===== config.mk =====
export PLATFORM = sky130hd
export DESIGN_NAME = muldiv_unit
export DESIGN_NICKNAME = d
export VERILOG_FILES = /design/src/rtl/muldiv_unit.sv
export SDC_FILE = /design/constraint.sdc
export NUM_CORES = 1
export LEC_CHECK = 0
export CORE_ASPECT_RATIO = 0.5
export CORE_MARGIN = 4
export CORE_UTILIZATION = 56
export DETAILED_ROUTE_END_ITERATION = 12
export PLACE_DENSITY_LB_ADDON = 0.3
export SLEW_MARGIN = 15
export SYNTH_ARGS = -nofsm -noshare
export SYNTH_HDL_FRONTEND = slang
export SYNTH_SLANG_ARGS = --single-unit
export TNS_END_PERCENT = 20

===== constraint.sdc =====
create_clock -name clk -period 3.7 [get_ports clk]
set_clock_uncertainty 0.1 [all_clocks]
set_input_delay 0.37 -clock clk [delete_from_list [all_inputs] [get_ports clk]]
set_output_delay 0.37 -clock clk [all_outputs]
set_load 0.05 [all_outputs]

===== src/rtl/muldiv_unit.sv =====
// Iterative RV32M multiply/divide unit: shift-add multiply, restoring divide, 33-cycle latency.
// Optional macro MULDIV_FAST_SPECIAL_EN finishes divide-by-zero and signed overflow in one cycle.
module muldiv_unit #(
  parameter int XLEN = 32
) (
  input  logic            clk,
  input  logic            reset,
  input  logic            start,
  input  logic [2:0]      op,
  input  logic [XLEN-1:0] a,
  input  logic [XLEN-1:0] b,
  output logic            busy,
  output logic            done,
  output logic [XLEN-1:0] result
);

  typedef enum logic [1:0] {IDLE, CALC, DONE} state_t;

  // Handshake: start is sampled on a rising edge only when busy=0 (IDLE or DONE);
  // done is a one-cycle pulse and result holds until the next completed operation.
  state_t              state;
  logic [2:0]          op_q;
  logic [XLEN-1:0]     a_q;
  logic [2*XLEN-1:0]   acc;
  logic [2*XLEN-1:0]   mcand;
  logic [XLEN-1:0]     work;
  logic [5:0]          cnt;
  logic                neg_q;
  logic                neg_r;
  logic                div0_q;

  logic                signed_a;
  logic                signed_b;
  logic                neg_a;
  logic                neg_b;
  logic [XLEN-1:0]     mag_a;
  logic [XLEN-1:0]     mag_b;
  logic                div0_in;
  logic [2*XLEN-1:0]   mul_sum;
  logic [XLEN:0]       div_trial;
  logic                borrow;
  logic [2*XLEN-1:0]   prod;
  logic [XLEN-1:0]     quo;
  logic [XLEN-1:0]     remv;
  logic [XLEN-1:0]     fin;

  always_comb begin
    signed_a = (op == 3'b001) || (op == 3'b010) || (op == 3'b100) || (op == 3'b110);
    signed_b = (op == 3'b001) || (op == 3'b100) || (op == 3'b110);
    neg_a    = signed_a & a[XLEN-1];
    neg_b    = signed_b & b[XLEN-1];
    mag_a    = neg_a ? -a : a;
    mag_b    = neg_b ? -b : b;
    div0_in  = op[2] && (b == '0);
  end

`ifdef MULDIV_FAST_SPECIAL_EN
  logic            ovf_in;
  logic [XLEN-1:0] special_res;

  always_comb begin
    ovf_in      = op[2] && !op[0] && (a == {1'b1, {(XLEN-1){1'b0}}}) && (b == '1);
    special_res = '0;
    if (div0_in) special_res = op[1] ? a : '1;
    else         special_res = op[1] ? '0 : {1'b1, {(XLEN-1){1'b0}}};
  end
`endif

  // Multiply adds the shifted multiplicand per multiplier bit; divide keeps the
  // partial remainder in acc low half and shifts quotient bits into work.
  always_comb begin
    mul_sum   = acc + (work[0] ? mcand : '0);
    div_trial = {acc[XLEN-1:0], work[XLEN-1]} - {1'b0, mcand[XLEN-1:0]};
    borrow    = div_trial[XLEN];
    prod      = neg_q ? -acc : acc;
    quo       = neg_q ? -work : work;
    remv      = neg_r ? -acc[XLEN-1:0] : acc[XLEN-1:0];
    fin       = '0;
    case (op_q)
      3'b000:                 fin = prod[XLEN-1:0];
      3'b001, 3'b010, 3'b011: fin = prod[2*XLEN-1:XLEN];
      3'b100, 3'b101:         fin = div0_q ? '1 : quo;
      default:                fin = div0_q ? a_q : remv;
    endcase
  end

  always_ff @(posedge clk) begin
    if (reset) begin
      state  <= IDLE;
      busy   <= 1'b0;
      done   <= 1'b0;
      result <= '0;
      op_q   <= '0;
      a_q    <= '0;
      acc    <= '0;
      mcand  <= '0;
      work   <= '0;
      cnt    <= '0;
      neg_q  <= 1'b0;
      neg_r  <= 1'b0;
      div0_q <= 1'b0;
    end else begin
      case (state)
        IDLE, DONE: begin
          done <= 1'b0;
          if (start) begin
            op_q   <= op;
            a_q    <= a;
            neg_q  <= neg_a ^ neg_b;
            neg_r  <= neg_a;
            div0_q <= div0_in;
            acc    <= '0;
            cnt    <= '0;
            if (op[2]) begin
              work  <= mag_a;
              mcand <= {{XLEN{1'b0}}, mag_b};
            end else begin
              work  <= mag_b;
              mcand <= {{XLEN{1'b0}}, mag_a};
            end
`ifdef MULDIV_FAST_SPECIAL_EN
            if (div0_in || ovf_in) begin
              result <= special_res;
              done   <= 1'b1;
              state  <= DONE;
            end else begin
              busy  <= 1'b1;
              state <= CALC;
            end
`else
            busy  <= 1'b1;
            state <= CALC;
`endif
          end else begin
            state <= IDLE;
          end
        end
        CALC: begin
          // cnt==32 marks the extra cycle that applies the sign fix.
          if (cnt == 6'd32) begin
            result <= fin;
            busy   <= 1'b0;
            done   <= 1'b1;
            state  <= DONE;
          end else begin
            cnt <= cnt + 6'd1;
            if (op_q[2]) begin
              work <= {work[XLEN-2:0], ~borrow};
              acc[XLEN-1:0] <= borrow ? {acc[XLEN-2:0], work[XLEN-1]} : div_trial[XLEN-1:0];
            end else begin
              acc   <= mul_sum;
              mcand <= mcand << 1;
              work  <= work >> 1;
            end
          end
        end
        default: state <= IDLE;
      endcase
    end
  end

endmodule

Word level (Yosys, flattened, before mapping)
Cells that the tools add are included. W data, S select, Z words.

Flip-flop bits (word level): 240. Input port bits: 70. Output and inout port bits: 34. Word-level logic and storage cells: 97.

Add/subtract/negate cells: 8. Equal/unequal tests: 16. Mux-type cells: 36. Bitwise operators: 4. Reductions and logical operators: 19.

Operator list (number): $mux W32 (14); $mux W64 (7); $pmux W64 S2 (2); $neg A32 Y32 (4); $pmux W32 S3 (1); $add A64 B64 Y64 (1); $neg A64 Y64 (1); $pmux W32 S2 (1); $sub A33 B32 Y33 (1); $logic_not A32 Y1 (1); $eq A3 B3 Y1 const B (4); $mux W6 (2); $pmux W6 S2 (1); $eq A3 B2 Y1 const B (3); $ne A2 B2 Y1 const B (4); $add A6 B1 Y6 const B (1); $eq A3 B1 Y1 const B (2); $eq A6 B6 Y1 const B (1); $reduce_and A2 Y1 (3); $reduce_and A3 Y1 (2); $logic_or A1 B1 Y1 (5); $mux W1 (4); $pmux W1 S2 (2); $pmux W2 S2 (1); other kinds (13) (15).

Logic depth before layout (Yosys ltp)
Gate-level depths: netlist of run 1.

Word-level depth: 9. Gate-level depth with buffers: 17. Mapped depth without buffers: 15.

Worst setup path before layout of run 1
OpenSTA, ideal clock, no wires.

Kind: register -> register. Start: register work[31]. End: register acc[26]. Library setup time: 122 ps. Arrival time: 3711 ps. Data required time: 3478 ps. Setup slack: -233 ps. Stages on the path, launching flop included: 14. Buffers on the path: 1. Period minus slack after synthesis: 3933 ps. Cells stage by stage: dfxtp_1 > inv_1 > ha_1 > fa_1 > nor2b_1 > o211ai_1 > a31o_2 > a211o_1 > o31ai_1 > a21oi_1 > mux2i_1 > nand2_1 > clkbuf_1 > o311a_1.

Longest elaborated chain between the ends: 5.

Ends and longest elaborated chain: start: declaration (RTL line 26) `logic [XLEN-1:0] work;`; start signal: assignment (RTL line 115) `work <= mag_a;`; start signal: assignment (RTL line 118) `work <= mag_b;`; start signal: assignment (RTL line 148) `work <= {work[XLEN-2:0], ~borrow};`; $sub A33 B32 Y33 (RTL line 73) `div_trial = {acc[XLEN-1:0], work[XLEN-1]} - {1'b0, mcand[XLEN-1:0]};`; $mux W32 (RTL line 149) `acc[XLEN-1:0] <= borrow ? {acc[XLEN-2:0], work[XLEN-1]} : div_trial[XLEN-1:0];`; $mux W32 (RTL line 147) `if (op_q[2]) begin`; $mux W64 (RTL line 140) `if (cnt == 6'd32) begin`; $pmux W64 S2 (RTL line 103) `case (state)`; end signal: indexed assignment (RTL line 149); end signal: assignment (RTL line 151) `acc <= mul_sum;`; end: declaration (RTL line 24) `logic [2*XLEN-1:0] acc;`.

No other way between the ends. The select of a mux whose other input is x is not followed. A chain may end at the register's enable or synchronous reset.

Worst setup path after layout of run 1
Start: register acc[1]. End: register result[31].

Longest elaborated chain between the ends: 4. Elaborated cells on any way between the ends: 6. Those cells by class: add/sub (2); mux (4).

Ends and longest elaborated chain: $neg A32 Y32 (RTL line 77) `remv = neg_r ? -acc[XLEN-1:0] : acc[XLEN-1:0];`; $mux W32 (RTL line 77); $mux W32 (RTL line 83) `default: fin = div0_q ? a_q : remv;`; $pmux W32 S3 * (RTL line 79) `case (op_q)`; end signal: assignment (RTL line 141) `result <= fin;`; end: declaration (RTL line 14) `output logic [XLEN-1:0] result`.

Every way passes the cells marked *; elsewhere a longest branch is shown, timed or not.

==> flow_summary.json, run 1 <==
{
  "drt-wirelength-per-cell_um": 23.0,
  "detailedRoute.firstIterationViolations": 3198,
  "synth_adder_area_share_pct": 6.30,
  "core_rows": 49,
  "highest_ir_drop_seen_on_vdd_mv": 0.350,
  "final.setup.worst_slack_ns": -0.0987,
  "crit_path_start_kind": "flop",
  "worst_setup_hold_path_clk_slew_ns": 0.07,
  "number_of_buffers_added_on_ports": 103,
  "post-route-min-period_ns": 3.80,
  "post_route_cells_drive_above_1_share_pct": 14.9,
  "worstPathRequired_ns": 4.06,
  "postSynthCellCount": 2894,
  "cts_buffers": 25,
  "path_class": "flop to flop",
  "p_per_area_nw_per_um2": 342,
  "yosys_most_used_dff": "sky130_fd_sc_hd__dfxtp_1",
  "critPathLaunch": "acc[1]",
  "cts_tree": "yes",
  "critPathCaptureType": "flop",
  "netlist_top_cells_count": "sky130_fd_sc_hd__nand2_1 (382), sky130_fd_sc_hd__a21oi_1 (265), sky130_fd_sc_hd__dfxtp_1 (240)",
  "cts.hold.buffers_added": 0,
  "finalCritPeriodShare_pct": 103,
  "grt_pass1_wl_um": 122000,
  "synth-edff-count": 0,
  "synth_area_um2": 20700,
  "synth_compound_gate_area_share_pct": 27.2,
  "globalRouteTotalUtil_pct": 38.7,
  "post-synth-top-count-cell": "sky130_fd_sc_hd__nand2_1",
  "maxSlewViolCount": 0,
  "antenna_found_initial": 0,
  "post-synth-top-area-cell": "sky130_fd_sc_hd__dfxtp_1",
  "grt_max_degree": 101,
  "avgViaCountPerCell": 6.49,
  "launch_instance_of_the_worst_register_to_register_path": "acc[1]",
  "worstPathCellList": "buf_4, or4_4, or4_4, or2_4, nor3_4, buf_4, nand3_1, or4_4, or2_4, o21ai_0, xnor2_1, nand2_1, a311oi_1",
  "outcome": "finished with violations",
  "die_w_um": 280,
  "antenna_left": 0,
  "initial_core_util_pct": 57.3,
  "setup_repair_after_global_routing_missed_its_margin": "true",
  "final_stage_net_count": 3259,
  "cap_violations": 0,
  "yosys_register_bits": 240,
  "n_antenna_cell": 0,
  "synthToLayoutAreaGrowth_pct": 20.8,
  "holdCritPathClass": "primary input to flop",
  "synth_nets": 3067,
  "finalSetupTns_ns": -0.149,
  "post_synth_mux_area_share_pct": 4.02,
  "floorplan_core_area_um2": 36200,
  "fin_total_pwr_mw": 8.55,
  "gr-total-overflow": 0,
  "critPathArrivalTime_ns": 4.16,
  "crit_slowest_cell": "sky130_fd_sc_hd__or4_4",
  "final.hold.worst_slack_ns": 0.109,
  "final-instance-count-excl-fill": 3589,
  "detailroute.via_count": 23300,
  "route.detailed.drc": 0,
  "synth_top_area_share_pct": 23.2,
  "worst-path-max-fanout": 3,
  "path_buf_inv": 2,
  "path_delay_family": "simple AND/OR/NAND/NOR gates",
  "synth-async-reset-ratio_pct": 0,
  "clock_tree.htree_level_count": 1,
  "cts_root_buffer": "sky130_fd_sc_hd__clkbuf_16",
  "worst-slew-pin-transition_ns": 0.916,
  "hp-start": "reset",
  "slew_headroom_pct": 39.0,
  "grt_pass1_vias": 20600,
  "slowest_delay_ns": 0.52,
  "final_weighted_congestion_in_routability_driven_placement": 1.09,
  "post_synth_main_area_contributors": "sky130_fd_sc_hd__dfxtp_1 (23%), sky130_fd_sc_hd__nand2_1 (6.9%), sky130_fd_sc_hd__a21oi_1 (6.4%)",
  "cts.sinks": 240,
  "place_inst": 3536,
  "cellLeakagePower_nw": 9.94,
  "io_pins": 104,
  "failing_checks": "negative setup slack",
  "max-clock-path-buffers": 3,
  "critPathMostFrequentCell": "sky130_fd_sc_hd__or4_4",
  "clk-insertion-delay-late_ns": 0.58,
  "detail_route.wirelength_um": 82400,
  "report.final.hold_viol_count": 0,
  "die-area_um2": 40300,
  "syn_avg_cell_area_um2": 7.16,
  "dp_hpwl_um": 63100,
  "layout.core_utilization_pct": 69.2,
  "drt-pass1-iter-count": 6,
  "largest_family_of_logic_cells_by_synthesized_area": "compound AO/OA/AOI/OAI gates",
  "setup_viol_count_final": 5,
  "warnings_synthesis": 0,
  "fmax_achieved_ghz": 0.263,
  "sequential_element_share_of_the_synthesized_area_pct": 23.2,
  "chipHeight_um": 144,
  "synth_simple_gate_area_share_pct": 22.6,
  "yosys.cell_types.count": 78,
  "post_synth_xor_area_fraction_pct": 11.1
}
state kept, by name (all words and copies together), names as in the netlist, 2 cells and up:
| register | count |
|---|---|
| acc | 64 |
| mcand | 64 |
| a_q | 32 |
| result | 32 |
| work | 32 |
| cnt | 6 |
| op_q | 3 |
| state | 2 |
cell type report:
type | count | area [um^2]
inverters | 77 | 292
well taps | 484 | 606
clock buffers | 28 | 657
flip-flops and latches | 240 | 4810
repair buffers | 390 | 3270
fillers | 3137 | 11200
multi-input cells | 2352 | 15200
clock inverters | 18 | 179
power breakdown:
| part | switching, mW | total, mW | internal (mW) | leakage [nW] |
|---|---|---|---|---|
| clock | 1.26 | 2.70 | 1.44 | 0.398 |
| sequential | 0.173 | 2.88 | 2.71 | 1.96 |
| combinational | 1.78 | 2.97 | 1.19 | 7.58 |
worst reg2reg max path: stages (launching register included):
cell                       delay, ns
sky130_fd_sc_hd__dfxtp_2        0.33
sky130_fd_sc_hd__buf_4          0.14
sky130_fd_sc_hd__or4_4          0.52
sky130_fd_sc_hd__or4_4          0.47
sky130_fd_sc_hd__or2_4          0.27
sky130_fd_sc_hd__nor3_4         0.12
sky130_fd_sc_hd__buf_4          0.14
sky130_fd_sc_hd__nand3_1        0.10
sky130_fd_sc_hd__or4_4          0.46
sky130_fd_sc_hd__or2_4          0.27
sky130_fd_sc_hd__o21ai_0        0.24
sky130_fd_sc_hd__xnor2_1        0.15
sky130_fd_sc_hd__nand2_1        0.10
sky130_fd_sc_hd__a311oi_1       0.26
metal layers:
layer  share of wire (%)  global-route usage, %  vias to the layer above
met1                  43                   55.4                    11000
met4                 3.2                   10.4                        0
met2                  39                   54.7                     1365
met5                   0                      0                        -
met3                  15                   14.3                      189
li1                    -                      -                    10800
path summary, 6_finish.rpt:
check	to	slack [ns]	cells after the start
setup / recovery	result[31]	-0.1	13
hold / removal	mcand[45]	0.11	2
setup reg to reg	result[31]	-0.1	13
hold reg to reg	a_q[28]	0.35	2
through the flow:
step	instance area, um^2	worst slack [ns]
after floorplan	20700	-0.0821
after global routing	25000	-0.205
after CTS	24600	-0.0390
after detailed placement	23700	-0.209
final	25000	-0.0987
after global placement	23700	-0.131
cells by family (layout without fill, tap and decap cells):
group,Yosys count,after routing
buffers and inverters,302,513
flip-flops,240,240
AO/OA/AOI/OAI,893,893
XOR/XNOR,262,262
adder cells (fa/ha/maj),103,103
AND/OR/NAND/NOR,1011,1011
multiplexers,83,83
layout by cell type (no fill, tap or decap), drive strengths merged, types with 36 or more instances in the layout:
| master | Yosys | layout |
|---|---|---|
| nand2 | 382 | 382 |
| nor3 | 72 | 72 |
| a211oi | 82 | 82 |
| o21ai | 229 | 229 |
| buf | 28 | 289 |
| ha | 101 | 101 |
| xor2 | 118 | 118 |
| clkdlybuf4s50 | 0 | 101 |
| and2 | 57 | 57 |
| inv | 77 | 80 |
| xnor2 | 144 | 144 |
| a21oi | 265 | 265 |
| mux2i | 82 | 82 |
| dfxtp | 240 | 240 |
| nand3 | 72 | 72 |
| nor2 | 238 | 238 |
| o31ai | 46 | 46 |
| nand4 | 36 | 36 |
| a21o | 38 | 38 |
repair_timing:
item / in CTS / in global routing
setup endpoints to repair: 31 / 64
cloned: 0 / 0
resized for setup: 21 / 85
endpoints found under the hold margin: 0 / 0
pin swaps: 3 / 24
buffers inserted: 0 / 7
(Power assumes the default switching activity.)
==> inputs of run 2 (changes only) <==
--- a/config.mk
+++ b/config.mk
@@ -8,9 +8,9 @@
 export CORE_ASPECT_RATIO = 0.5
 export CORE_MARGIN = 4
 export CORE_UTILIZATION = 56
+export CTS_BUF_LIST = sky130_fd_sc_hd__clkbuf_16
 export DETAILED_ROUTE_END_ITERATION = 12
 export PLACE_DENSITY_LB_ADDON = 0.3
-export SLEW_MARGIN = 15
 export SYNTH_ARGS = -nofsm -noshare
 export SYNTH_HDL_FRONTEND = slang
 export SYNTH_SLANG_ARGS = --single-unit
==> run 2 against run 1 <==
The flow still finishes with violations (negative setup slack); setup slack improved by 0.045 ns; clock-buffer cell count fell by 3; sequential cell count did not move; via count hardly changed; wire length barely moved; clock power is 1% lower; die area did not move; core utilization increased by 0.10 points; largest cell class unchanged; highest routed layer unchanged.
==> flow_summary.json, run 2 (synthesis gave the netlist of run 1 again) <==
{
  "synthToLayoutAreaGrowth_pct": 21.0,
  "clock_power_share_pct": 31.2,
  "floorplan_core_area_um2": 36200,
  "fmax_achieved_ghz": 0.266,
  "cap_violations": 0,
  "fillCellCount": 3138,
  "max-clock-path-buffers": 3,
  "setup_viol_count_final": 5,
  "layout.core_utilization_pct": 69.3,
  "setup_repair_after_global_routing_missed_its_margin": "true",
  "drt-pass1-iter-count": 6,
  "hp-start": "reset",
  "layout_commonest_cell": "sky130_fd_sc_hd__nand2_1",
  "placed_cell_area_um2": 23700,
  "slew_headroom_pct": 38.3,
  "avgViaCountPerCell": 6.49,
  "die-area_um2": 40300,
  "critPathLaunch": "acc[1]",
  "finalSetupTns_ns": -0.100,
  "final.setup.worst_slack_ns": -0.0539,
  "p_comb_share_pct": 35.0,
  "failing_checks": "negative setup slack",
  "cts.sinks": 240,
  "final.hold.worst_slack_ns": 0.105,
  "cts_root_buffer": "sky130_fd_sc_hd__clkbuf_16",
  "holdCritPathClass": "primary input to flop",
  "critPathCaptureType": "flop",
  "placement.setup.worst_slack_ns": -0.209,
  "fin_area_um2": 25100,
  "largest_registers": "acc (64), mcand (64)",
  "worst-slew-pin-transition_ns": 0.925,
  "cts_buffers": 25,
  "share_seq_of_total_power_pct": 33.8,
  "crit_path_start_kind": "flop",
  "gr-total-overflow": 0,
  "post-route-min-period_ns": 3.75,
  "path_class": "flop to flop",
  "cts.hold.buffers_added": 0,
  "antenna_left": 0,
  "post_route_cells_drive_above_1_share_pct": 15.0,
  "cts_tree": "yes",
  "die_w_um": 280,
  "worstPathRequired_ns": 4.05,
  "detailroute.via_count": 23300,
  "clock_tree.htree_level_count": 1,
  "power.switching_fraction_pct": 37.8,
  "p_per_area_nw_per_um2": 340,
  "critPathArrivalTime_ns": 4.11,
  "initial_core_util_pct": 57.3,
  "finalCritPeriodShare_pct": 101,
  "route.detailed.drc": 0,
  "chipHeight_um": 144,
  "io_pins": 104,
  "final_weighted_congestion_in_routability_driven_placement": 1.09,
  "globalRouteTotalUtil_pct": 38.7,
  "dp_hpwl_um": 63100,
  "grt_max_degree": 101,
  "antenna_found_initial": 0,
  "cellLeakagePower_nw": 9.93,
  "most_frequent_cells_in_the_layout": "sky130_fd_sc_hd__nand2_1 (380), sky130_fd_sc_hd__buf_4 (278), sky130_fd_sc_hd__a21oi_1 (253)",
  "grt_pass1_wl_um": 122000,
  "netSwitchingPower_mw": 3.22,
  "power.internal_mw": 5.30,
  "core_rows": 49,
  "clk-insertion-delay-late_ns": 0.58,
  "maxSlewViolCount": 0,
  "final_stage_net_count": 3259,
  "grt_pass1_vias": 20600,
  "detailedRoute.firstIterationViolations": 3383,
  "outcome": "finished with violations",
  "highest_ir_drop_seen_on_vdd_mv": 0.354,
  "number_of_buffers_added_on_ports": 103,
  "report.final.hold_viol_count": 0,
  "worst-path-max-fanout": 3,
  "launch_instance_of_the_worst_register_to_register_path": "acc[1]",
  "worst_setup_hold_path_clk_slew_ns": 0.07,
  "drt-wirelength-per-cell_um": 23.0,
  "detail_route.wirelength_um": 82400
}
-- run 2: changes by cell type in the layout (fill, tap and decap cells not counted), sizes merged --
| cell | change |
|---|---|
| clkinv | +2 |
| diode | +1 |
| clkbuf | -3 |
| inv | +1 |
-- run 2: worst paths after layout --
kind	end	slack, ns	cells after the start
max	result[31]	-0.05	13
max reg2reg	result[31]	-0.05	13
min	mcand[45]	0.10	2
min reg2reg	a_q[0]	0.35	2
-- run 2: layer usage --
layer | wire, um | global-route usage, % | vias to the layer above | share of wire [%]
li1 | - | - | 10800 | -
met1 | 35400 | 55.4 | 10900 | 43
met2 | 32200 | 54.6 | 1382 | 39
met3 | 12400 | 14.2 | 199 | 15
met4 | 2510 | 10.5 | 0 | 3.0
met5 | 0 | 0 | - | 0
-- run 2: final cells by class --
type	instances	area [um^2]	share of cell area, %
multi-input cells	2352	15300	60.9
flip-flops and latches	240	4810	19.2
repair buffers	390	3270	13.0
clock buffers	25	626	2.50
well taps	484	606	2.42
inverters	77	292	1.16
clock inverters	21	190	0.759
diodes	1	2.50	0.00999
-- run 2: power groups by stage --
| stage | combinational, mW | sequential [mW] | clock, mW |
|---|---|---|---|
| final | 2.98 | 2.88 | 2.66 |
| after global routing | 3.15 | 2.89 | 2.75 |
| after floorplan | 1.72 | 2.84 | 0 |
| after detailed placement | 2.75 | 2.92 | 0 |
| after global placement | 2.72 | 2.92 | 0 |
| after CTS | 2.79 | 2.86 | 2.65 |
-- run 2: stage by stage --
stage / instances / total power [mW]
global route: 3589 / 8.79
CTS: 3582 / 8.30
global placement: 3536 / 5.64
detailed placement: 3536 / 5.67
finish: 3590 / 8.52
floorplan: 2894 / 4.56
-- run 2: repair_timing --
action,in CTS,in global routing
setup buffers,0,7
resized for setup,21,94
endpoints found under the setup margin,31,65
pin swaps,3,24
-- run 2: critical path: stages, from the launching register on --
cell	delay (ns)
sky130_fd_sc_hd__dfxtp_2	0.33
sky130_fd_sc_hd__buf_4	0.14
sky130_fd_sc_hd__or4_4	0.52
sky130_fd_sc_hd__or4_4	0.47
sky130_fd_sc_hd__or2_4	0.27
sky130_fd_sc_hd__nor3_4	0.12
sky130_fd_sc_hd__buf_4	0.14
sky130_fd_sc_hd__nand3_1	0.10
sky130_fd_sc_hd__or4_4	0.46
sky130_fd_sc_hd__or2_4	0.28
sky130_fd_sc_hd__o21ai_1	0.18
sky130_fd_sc_hd__xnor2_1	0.14
sky130_fd_sc_hd__nand2_1	0.10
sky130_fd_sc_hd__a311oi_1	0.28
